<file path="src/rtl/cajero_pkg.sv">
// Shared types and default constants for the cash dispenser slice.
package cajero_pkg;

    typedef enum logic [2:0] {
        IDLE,
        CHECK,
        DISPENSE,
        GAP,
        DONE
    } disp_state_t;

    localparam int DEF_AMT_1    = 100;
    localparam int DEF_AMT_2    = 200;
    localparam int DEF_AMT_3    = 500;
    localparam int DEF_AMT_4    = 1000;
    localparam int DEF_AMT_5    = 2000;
    localparam int DEF_BILL_VAL = 100;
    localparam int DEF_BILL_GAP = 2;

endpackage

</file>
<file path="src/rtl/contador_billetes.sv">
// Bill pacer: holds the remaining-bill and inter-bill gap counters and
// produces the registered bill pulse. The parent FSM decides when to load,
// fire and tick the gap; this block only counts.
module contador_billetes #(
    parameter int CNT_W    = 16,
    parameter int BILL_GAP = 2
) (
    input  logic             clk,
    input  logic             reset,
    input  logic             load,
    input  logic [CNT_W-1:0] load_count,
    input  logic             fire,
    input  logic             gap_tick,
    output logic             billete,
    output logic             last_bill,
    output logic             gap_last
);

    localparam int GAP_W = (BILL_GAP < 2) ? 1 : $clog2(BILL_GAP + 1);

    logic [CNT_W-1:0] bills;
    logic [GAP_W-1:0] gap;

    // Counter updates and the bill pulse register.
    always_ff @(posedge clk) begin
        if (reset) begin
            bills   <= '0;
            gap     <= '0;
            billete <= 1'b0;
        end else begin
            billete <= fire;
            if (load) begin
                bills <= load_count;
            end else if (fire) begin
                bills <= bills - 1'b1;
            end
            if (fire) begin
                gap <= GAP_W'(BILL_GAP);
            end else if (gap_tick) begin
                gap <= gap - 1'b1;
            end
        end
    end

    // Firing with one bill left empties the counter; a gap of one expires now.
    assign last_bill = (bills == CNT_W'(1));
    assign gap_last  = (gap == GAP_W'(1));

endmodule

</file>
<file path="src/rtl/cajero_dispensador.sv">
// Withdrawal validator and cash dispenser: validates the selected amount
// against the balance, debits it and paces out bill pulses.
module cajero_dispensador
    import cajero_pkg::*;
#(
    parameter int BAL_W        = 16,
    parameter int INIT_BALANCE = 1000,
    parameter int AMT_1        = DEF_AMT_1,
    parameter int AMT_2        = DEF_AMT_2,
    parameter int AMT_3        = DEF_AMT_3,
    parameter int AMT_4        = DEF_AMT_4,
    parameter int AMT_5        = DEF_AMT_5,
    parameter int BILL_VAL     = DEF_BILL_VAL,
    parameter int BILL_GAP     = DEF_BILL_GAP
) (
    input  logic             clk,
    input  logic             reset,
    input  logic             OPCION_1,
    input  logic             OPCION_2,
    input  logic             OPCION_3,
    input  logic             OPCION_4,
    input  logic             OPCION_5,
    input  logic             CARGAR,
    input  logic [BAL_W-1:0] SALDO_IN,
    output logic             VALIDO,
    output logic             INVALIDO,
    output logic             BILLETE,
    output logic             DISPENSANDO,
    output logic             LISTO,
    output logic [BAL_W-1:0] SALDO
);

    disp_state_t      state, state_d;
    logic [4:0]       opc;
    logic             req, req_q, req_edge;
    logic [BAL_W-1:0] amt_q, amt_d, cnt_q, cnt_d, saldo_d;
    logic [BAL_W-1:0] sel_amt, sel_cnt;
    logic             sel_ok;
    logic             valido_d, invalido_d, listo_d, disp_d;
    logic             load, fire, gap_tick, last_bill, gap_last;

    assign opc      = {OPCION_5, OPCION_4, OPCION_3, OPCION_2, OPCION_1};
    assign req      = |opc;
    assign req_edge = req & ~req_q;

    // Amount and bill count per option; the bill count is latched alongside
    // the amount so no runtime divider is needed.
    always_comb begin
        sel_ok  = 1'b1;
        sel_amt = '0;
        sel_cnt = '0;
        case (opc)
            5'b00001: begin sel_amt = BAL_W'(AMT_1); sel_cnt = BAL_W'(AMT_1 / BILL_VAL); end
            5'b00010: begin sel_amt = BAL_W'(AMT_2); sel_cnt = BAL_W'(AMT_2 / BILL_VAL); end
            5'b00100: begin sel_amt = BAL_W'(AMT_3); sel_cnt = BAL_W'(AMT_3 / BILL_VAL); end
            5'b01000: begin sel_amt = BAL_W'(AMT_4); sel_cnt = BAL_W'(AMT_4 / BILL_VAL); end
            5'b10000: begin sel_amt = BAL_W'(AMT_5); sel_cnt = BAL_W'(AMT_5 / BILL_VAL); end
            default:  sel_ok = 1'b0;
        endcase
    end

    // Next-state and registered-output logic.
    always_comb begin
        state_d    = state;
        amt_d      = amt_q;
        cnt_d      = cnt_q;
        saldo_d    = SALDO;
        valido_d   = 1'b0;
        invalido_d = 1'b0;
        listo_d    = 1'b0;
        disp_d     = DISPENSANDO;
        load       = 1'b0;
        fire       = 1'b0;
        gap_tick   = 1'b0;
        case (state)
            IDLE: begin
                if (req_edge) begin
                    if (sel_ok) begin
                        amt_d   = sel_amt;
                        cnt_d   = sel_cnt;
                        state_d = CHECK;
                    end else begin
                        invalido_d = 1'b1;
                    end
                end else if (CARGAR) begin
                    saldo_d = SALDO_IN;
                end
            end
            CHECK: begin
                if (amt_q <= SALDO) begin
                    valido_d = 1'b1;
                    saldo_d  = SALDO - amt_q;
                    load     = 1'b1;
                    disp_d   = 1'b1;
                    state_d  = DISPENSE;
                end else begin
                    invalido_d = 1'b1;
                    state_d    = IDLE;
                end
            end
            DISPENSE: begin
                fire = 1'b1;
                if (last_bill) begin
                    state_d = DONE;
                end else if (BILL_GAP == 0) begin
                    state_d = DISPENSE;
                end else begin
                    state_d = GAP;
                end
            end
            GAP: begin
                gap_tick = 1'b1;
                if (gap_last) begin
                    state_d = DISPENSE;
                end
            end
            DONE: begin
                listo_d = 1'b1;
                disp_d  = 1'b0;
                state_d = IDLE;
            end
            default: state_d = IDLE;
        endcase
    end

    // State and output registers.
    always_ff @(posedge clk) begin
        if (reset) begin
            state       <= IDLE;
            req_q       <= 1'b0;
            amt_q       <= '0;
            cnt_q       <= '0;
            SALDO       <= BAL_W'(INIT_BALANCE);
            VALIDO      <= 1'b0;
            INVALIDO    <= 1'b0;
            LISTO       <= 1'b0;
            DISPENSANDO <= 1'b0;
        end else begin
            state       <= state_d;
            req_q       <= req;
            amt_q       <= amt_d;
            cnt_q       <= cnt_d;
            SALDO       <= saldo_d;
            VALIDO      <= valido_d;
            INVALIDO    <= invalido_d;
            LISTO       <= listo_d;
            DISPENSANDO <= disp_d;
        end
    end

    contador_billetes #(
        .CNT_W    (BAL_W),
        .BILL_GAP (BILL_GAP)
    ) u_pacer (
        .clk        (clk),
        .reset      (reset),
        .load       (load),
        .load_count (cnt_q),
        .fire       (fire),
        .gap_tick   (gap_tick),
        .billete    (BILLETE),
        .last_bill  (last_bill),
        .gap_last   (gap_last)
    );

endmodule

</file>
<file path="config.mk">
export PLATFORM = sky130hd
export DESIGN_NAME = cajero_dispensador
export DESIGN_NICKNAME = d
export VERILOG_FILES = /design/src/rtl/cajero_pkg.sv /design/src/rtl/contador_billetes.sv /design/src/rtl/cajero_dispensador.sv
export SDC_FILE = /design/constraint.sdc
export NUM_CORES = 1
export LEC_CHECK = 0
export CAP_MARGIN = 15
export CORE_MARGIN = 2
export CORE_UTILIZATION = 30
export DETAILED_ROUTE_END_ITERATION = 16
export MAX_ROUTING_LAYER = met4
export SLEW_MARGIN = 20
export SYNTH_ARGS = -nofsm -noshare
export SYNTH_HDL_FRONTEND = slang
export SYNTH_SLANG_ARGS = --single-unit
</file>
<file path="constraint.sdc">
create_clock -name clk -period 4.25 [get_ports clk]
set_input_delay 1.0625 -clock clk [delete_from_list [all_inputs] [get_ports clk]]
set_output_delay 1.0625 -clock clk [all_outputs]
set_load 0.01 [all_outputs]
</file>
# Word level (Yosys, flattened, before mapping)
# Cells that the tools add are included.
totals:
  word_cells: 76
  output_inout_bits: 21
  register_bits: 75
  inputBits: 24
op_classes:
  add_sub_neg: 3
  bitwise_logic: 2
  n_eq_ne: 17
  reduce_logical: 12
  n_mux: 28
  magnitude_cmp: 1
op_table:
  columns: ["operator", "count"]
  rows:
  - ["$mux 16", 5]
  - ["$pmux 11 s5", 1]
  - ["$pmux 16 s2", 1]
  - ["$pmux 5 s5", 1]
  - ["$eq 16x1->1 const B", 1]
  - ["$le 16x16->1", 1]
  - ["$sub 16x1->16 const B", 1]
  - ["$sub 16x16->16", 1]
  - ["$mux 3", 4]
  - ["$ne 2x2->1 const B", 6]
  - ["$pmux 3 s4", 1]
  - ["$mux 1", 10]
  - ["$reduce_or 5->1", 2]
  - ["$reduce_bool 2->1", 4]
  - ["$eq 3x2->1 const B", 2]
  - ["$mux 2", 3]
  - ["$reduce_and 3->1", 2]
  - ["$eq 5x1->1 const B", 1]
  - ["$eq 5x2->1 const B", 1]
  - ["$eq 5x3->1 const B", 1]
  - ["$eq 5x4->1 const B", 1]
  - ["$eq 5x5->1 const B", 1]
  - ["$pmux 1 s2", 2]
  - ["$reduce_and 4->1", 1]
  - ["9 further kinds", 9]

# Depth between registers and ports, before layout
# Gate-level depths: netlist (run 1).
logic_depth:
  ltp_word: 6
  mapped_depth: 11
  ltp_nobuf: 9

# Modules after synthesis
# Synthesis (run 1) repeated with hierarchy kept, for this count alone.
unflattened:
  hier_cells: 403
  hier_area_um2: 3246.9
by_module_without_submodules:
  columns: ["module", "seq_area_each_um2", "cells_each", "n_inst", "area_per_inst_um2"]
  rows:
  - ["cajero_dispensador", 680.7, 274, 1, 2189.6]
  - ["contador_billetes", 380.4, 129, 1, 1057.3]

# Worst setup path before layout (run 1)
# No wires, ideal clock.
synth_path:
  path_type: "input-to-reg"
  start: "in OPCION_1"
  end: "reg cnt_q[2]"
  t_arrival_ps: 2638
  setup_time_ps: 70
  required_time_ps: 4180
  n_path_buf: 1
  path_slack_ps: 1542
  path_stages: 6
  path_cell_list: "clkbuf_2 or4b_1 o22ai_2 o21ai_2 or4b_1 a21oi_1"
synth_between:
  elab_chain_cells: 4
  word_cells_on_any_way: 11
  classes_between: "eq/ne (5); mux (2); bitwise (1); reduce/logical (3)"
synth_rtl:
  columns: ["item", "line_no", "text"]
  rows:
  - ["start, declared", "cajero_dispensador.sv:18", "input logic OPCION_1,"]
  - ["$eq 5x5->1, or another cell as far along", "cajero_dispensador.sv:52", "case (opc)"]
  - ["$reduce_or 5->1 (no source line)", null, null]
  - ["$mux 1", "cajero_dispensador.sv:52", null]
  - ["$reduce_and 3->1 (no source line)", null, null]
  - ["end signal, assigned", "cajero_dispensador.sv:142", "cnt_q <= cnt_d;"]
  - ["end, declared", "cajero_dispensador.sv:36", "logic [BAL_W-1:0] amt_q, amt_d, cnt_q, cnt_d, saldo_d;"]
# Parallel ways exist; a longest one is shown, timed or not.
# A chain may end at the register's enable or synchronous reset.

# Worst setup path after layout (run 1)
layout_path:
  start: "in OPCION_2"
  end: "reg SALDO[9]"
layout_between:
  elab_chain_cells: 4
layout_rtl:
  columns: ["item", "line_no", "text"]
  rows:
  - ["start, declared", "cajero_dispensador.sv:19", "input logic OPCION_2,"]
  - ["$reduce_or 5->1", "cajero_dispensador.sv:43", "assign req = |opc;"]
  - ["$and 1x1->1", "cajero_dispensador.sv:44", "assign req_edge = req & ~req_q;"]
  - ["$ne 2x2->1 (no source line)", null, null]
  - ["$reduce_and 4->1 (no source line)", null, null]
  - ["end signal, assigned", "cajero_dispensador.sv:133", "SALDO <= BAL_W'(INIT_BALANCE);"]
  - ["end signal, assigned", "cajero_dispensador.sv:143", "SALDO <= saldo_d;"]
  - ["end, declared", "cajero_dispensador.sv:30", "output logic [BAL_W-1:0] SALDO"]
# No other way between the ends.

==> metrics, run 1 <==
leading area contributor after synthesis dfxtp_1; Critical Path Sink Type register; Clock Path Buffers 2; # diodes 0; Cell Rows 37; max incr delay on CP 600 ps; Critical Path Fanout Max 12; Distinct cells, synth 60; GRT Total Usage 15.08%; initial DRC count 186; Core Box Area 0.01023 mm^2; Fin. Hold Viols 0; reg-to-reg critical path endpoint u_pacer.bills[6]; fin crit period 3250 ps; leading register cell type out of synthesis dfxtp_1; Area after DPL 0.003632 mm^2; root buf cell clkbuf_8; Worst Tran Pin Value 1001 ps; WP buf/inv 1; slowest CP cell nor3_1; Crit path arrival time 3470 ps; Final ANT Viol Nets 0; final wirelength 8.088 mm; vias per inst 5.144; area grow syn2layout 18.55%; Pre-Repair DR Iteration Count 4; total of cells resized after clock tree synthesis 0; Die X-Extent 106.3 um; grt ovf 0; Setup Buffers After CTS 0; post-synthesis sequential area ratio 33.83%; nets@finish 457; clk_lat worst skew 320 ps; skew final 9.126 ps; hpwl dp 5.957 mm; Rel. slew slack 32.79%; R2R cell count 8; worst-path cell chain clkdlybuf4s50_1 -> nor3_1 -> a21o_1 -> and3_1 -> nor2_1 -> o311ai_1; Post-route DRC 0; Mapped Cells 392; deepest level of the CTS H-tree 2; hold-fix buffers at CTS 0; PortBufs 44; maximum VDD drop 125.3 uV; Final TNS setup 0 ps; Final Total Pwr 1.251 mW; Slew Viols, Final 0; CTS Buf Count 5; fraction of registers with async set/reset 0%; synth top area cells dfxtp_1, nor2_1, a21oi_1; Mapped Nets 429; PwrDens 336.5 mW/mm^2; Fmax 307.7 MHz; initial antenna violation count 0; most numerous cell in the Yosys netlist dfxtp_1; synthesized area per cell 8.002 um^2; Hold Path End DISPENSANDO; maximum number of pins on one net before global-route repair 42; worst reg2reg startpoint amt_q[9]; Worst EP required 4470 ps; top post-synthesis cells by count dfxtp_1, nor2_1, a21oi_1, nand2_1; routed len/inst 14.52 um; Worst R2R Setup Slack 1150 ps; Post-Syn Area 0.003137 mm^2; post-synth top area share 33.83%; flops & latches, synth 53; routed via count 2865; Clock Pin Slew Worst Setup and Hold Paths 90 ps; Final period util 76.46%; hold crit path type reg2reg; vias in the first global route 2706; gpl congestion 0.9041; hold path startpoint DISPENSANDO; CP startpoint kind input port; Starting Density 30.66%; status finished, final reports clean; DIE AREA 0.01129 mm^2; die height 106.3 um; layout cells sized above 1 5.463%; CTS Sinks 53; I/O Pins 45; RSZ-0062 raised after global routing false; final instance area 0.003719 mm^2; first-pass GRT wire length 13.37 mm; Syn. warnings 0; TritonCTS clock tree built; CP Class in2reg; Layout Utilization 36.35%; max-cap violation count 0; family with the most delay on the worst path simple AND/OR/NAND/NOR gates; hold depth 2; Post-synth EDFFs 0; final setup vio count 0; P_leak 1.302 nW
-- final cells by class --
type	instances	area, um^2
Timing Repair Buffer	47	462.9
Clock inverter	2	13.76
Inverter	21	78.83
Multi-Input combinational cell	292	1859
Fill cell	1056	6513
Sequential cell	53	1061
Clock buffer	6	72.57
Tap cell	136	170.2
-- through the flow --
stage               instances  hold WS (ps)  setup slack [ps]
floorplan                 392         428.1              1542
global placement          549         439.6             787.7
detailed placement        549         445.0             697.3
CTS                       557         465.3              1021
global route              557         504.4             764.0
finish                    557         462.4              1000
-- cell usage in the layout (no fill, tap or decap), types with 4 or more instances in the layout --
master	count
xor2_1	5
a21oi_1	32
or3_1	4
nand3b_1	4
and3_1	4
nor4_1	8
nor3_1	21
clkbuf_8	5
o211ai_1	5
dfxtp_1	53
xnor2_1	14
nand2_1	24
ha_1	12
a21o_1	4
or4_1	4
nor2b_1	6
o21ai_0	21
nor2_1	50
clkdlybuf4s50_1	44
nand3_1	8
a211oi_1	8
nand2b_1	5
o21a_1	7
inv_1	21
-- worst max path at each step --
stage / slack, ps / to / depth (start not counted) / start
finish: 1000 / SALDO[9] / 6 / OPCION_2
global placement: 790 / SALDO[5] / 6 / OPCION_3
global route: 760 / SALDO[13] / 6 / OPCION_3
floorplan: 1540 / cnt_q[2] / 6 / OPCION_1
detailed placement: 700 / SALDO[9] / 6 / OPCION_3
CTS: 1020 / SALDO[9] / 6 / OPCION_3
-- registers in the layout, indices dropped and copies added (netlist names) --
signal / count
u_pacer.gap: 2
amt_q: 6
SALDO: 16
cnt_q: 4
INVALIDO: 1
u_pacer.billete: 1
DISPENSANDO: 1
req_q: 1
state: 3
VALIDO: 1
u_pacer.bills: 16
LISTO: 1
-- cells by family (layout without fill, tap and decap cells) --
kind of cell,Yosys count,count (layout),synth area share (%)
xor gates and xnor gates,19,19,5.305
buffers and inverters,47,76,6.900
DFF,53,53,33.83
AOI/OAI and AO/OA,108,108,23.77
adders and majority gates,13,13,5.425
and+or+nand+nor,152,152,24.77
-- routing by layer --
| metal | GRT usage [%] | wire length (um) | vias to the layer above |
|---|---|---|---|
| li1 | - | - | 1459 |
| met1 | 20.50 | 3945 | 1350 |
| met2 | 23.53 | 3725 | 49 |
| met3 | 2.207 | 326 | 7 |
| met4 | 3.947 | 90 | 0 |
| met5 | - | 0 | - |
-- power breakdown --
part	switching, mW	internal [mW]	total [mW]
clock network	0.175	0.118	0.293
logic	0.210	0.173	0.383
registers	0.0401	0.535	0.575
-- tightest hold or removal path: stages, from the launching register on --
cell and delay [ps]:
dfxtp_1 320, nand2_1 50, a21oi_1 50
(Power assumes the default switching activity.)
==> run 2, diff against run 1 <==
clock period = 3.3 ns   (was 4.25 ns; I/O delays follow)
==> metrics, run 2 (synthesized netlist as in run 1, its figures left out) <==
status finished, final reports clean (unchanged); min setup slack post-route 607.2 ps (was 1000 ps); gpl congestion 0.9144 (was 0.9041); most common library cell in the layout ignoring fill and taps dfxtp_1 (unchanged); CP startpoint kind register (was input port); max-cap violation count 0 (unchanged); Crit path arrival time 2880 ps (was 3470 ps); Cell Rows 37 (unchanged); CTS Buf Count 5 (unchanged); hold crit path type reg2reg (unchanged); worst slack, placed 331.3 ps (was 697.3 ps); Final ANT Viol Nets 0 (unchanged); total of cells resized after clock tree synthesis 0 (unchanged); biggest regs SALDO x16, u_pacer.bills x16, amt_q x6 (unchanged); initial antenna violation count 0 (unchanged); met2 wire length 3.799 mm (was 3.725 mm); Rel. slew slack 34.76% (was 32.79%); layout cells sized above 1 7.870% (was 5.463%); vias in the first global route 2738 (was 2706); DIE AREA 0.01129 mm^2 (unchanged); hold-fix buffers at CTS 0 (unchanged); Pre-Repair DR Iteration Count 4 (unchanged); CP Class reg2reg (was in2reg); Slew Viols, Final 0 (unchanged); area of the multi-input gates 0.001859 mm^2 (unchanged); Hold Path End amt_q[8] (was DISPENSANDO); wl on met1 4.119 mm (was 3.945 mm); reg-to-reg critical path endpoint SALDO[5] (was u_pacer.bills[6]); worst hold slack 460.3 ps (was 462.4 ps); fin crit period 2693 ps; Core Box Area 0.01023 mm^2 (unchanged); met3 WL 371 um (was 326 um); routed len/inst 14.73 um (was 14.52 um); PortBufs 44 (unchanged); CTS Sinks 53 (unchanged); hold depth 2 (unchanged); Starting Density 30.66% (unchanged); skew final 8.155 ps (was 9.126 ps); I/O Pins 45 (unchanged); Fin. Hold Viols 0 (unchanged); Final period util 81.60%; Final TNS setup 0 ps (unchanged); Critical Path Fanout Max 6 (was 12); Area after DPL 0.003715 mm^2 (was 0.003632 mm^2); hold path startpoint amt_q[8] (was DISPENSANDO); worst reg2reg startpoint SALDO[2] (was amt_q[9]); initial DRC count 148 (was 186); Layout Utilization 37.15% (was 36.35%); R2R cell count 10 (was 8); filler cell count 1071 (was 1056); first-pass GRT wire length 13.84 mm (was 13.37 mm); Post-route DRC 0 (unchanged); hpwl dp 6.255 mm (was 5.957 mm); deepest level of the CTS H-tree 2 (unchanged); routed via count 2914 (was 2865); Worst R2R Setup Slack 610 ps (was 1150 ps); TritonCTS clock tree built (unchanged); root buf cell clkbuf_8 (unchanged); Seq. cell area 0.001061 mm^2 (unchanged); Final Total Pwr 1.638 mW (was 1.251 mW); Critical Path Sink Type register (unchanged); grt ovf 0 (unchanged); vias per inst 5.130 (was 5.144); dpl cells 560 (was 549); # diodes 0 (unchanged); Clock Pin Slew Worst Setup and Hold Paths 100 ps (was 90 ps); maximum number of pins on one net before global-route repair 21 (was 42); final instance area 0.003801 mm^2 (was 0.003719 mm^2); uppermost routed layer met4 (unchanged); maximum VDD drop 162.1 uV (was 125.3 uV); Clock Path Buffers 2 (unchanged); P_leak 1.354 nW (was 1.302 nW); nets@finish 468 (was 457); RSZ-0062 raised after global routing false (unchanged); Layout Cells excl Fill 568 (was 557); clk_lat worst skew 320 ps (about the same); most frequent cells in the layout dfxtp_1, nor2_1, clkdlybuf4s50_1, a21oi_1, nand2_1 (unchanged); Fmax 371.4 MHz; area grow syn2layout 21.18% (was 18.55%); final setup vio count 0 (unchanged); Die X-Extent 106.3 um (unchanged); die height 106.3 um (unchanged); Worst EP required 3480 ps (was 4470 ps); final wirelength 8.366 mm (was 8.088 mm); Setup Buffers After CTS 0 (unchanged); Worst Tran Pin Value 971.2 ps (was 1001 ps); GRT Total Usage 15.57% (was 15.08%); PwrDens 430.9 mW/mm^2 (was 336.5 mW/mm^2)
==> run 2: critical path, cell delays in order, from the launching register on <==
cell	delay (ps)
dfxtp_1	360
inv_1	70
ha_1	220
fa_1	390
nor2b_1	190
o31a_1	240
o21ai_0	260
a21o_1	280
buf_4	180
a221oi_1	240
o21ai_0	120
==> run 2: worst max path at each step <==
stage / startpoint / endpoint / slack (ps) / cells after the start
floorplan: OPCION_1 / cnt_q[2] / 830 / 6
global placement: OPCION_2 / cnt_q[2] / 370 / 6
detailed placement: OPCION_2 / cnt_q[2] / 330 / 6
CTS: SALDO[2] / SALDO[5] / 630 / 10
global route: SALDO[2] / SALDO[5] / 390 / 10
finish: SALDO[2] / SALDO[5] / 610 / 10
==> run 2: where the power goes <==
group | leakage (nW) | total (mW) | switching [mW] | internal [mW]
Combinational | 0.877 | 0.514 | 0.276 | 0.237
Sequential | 0.431 | 0.740 | 0.0513 | 0.689
Clock | 0.0456 | 0.384 | 0.232 | 0.152
==> run 2: final cells by class <==
class,instances,area share (%)
multi-input combinational,292,48.91
inverter,21,2.074
timing repair buffer,58,14.35
sequential,53,27.91
tap,136,4.477
clock buffer,6,1.909
clock inverter,2,0.3621
==> run 2: routing by layer <==
metal  vias up  track usage, %
met5         -               -
met4         0           3.289
met3         7           2.575
met2        69           24.22
met1      1356           21.36
li1       1482               -
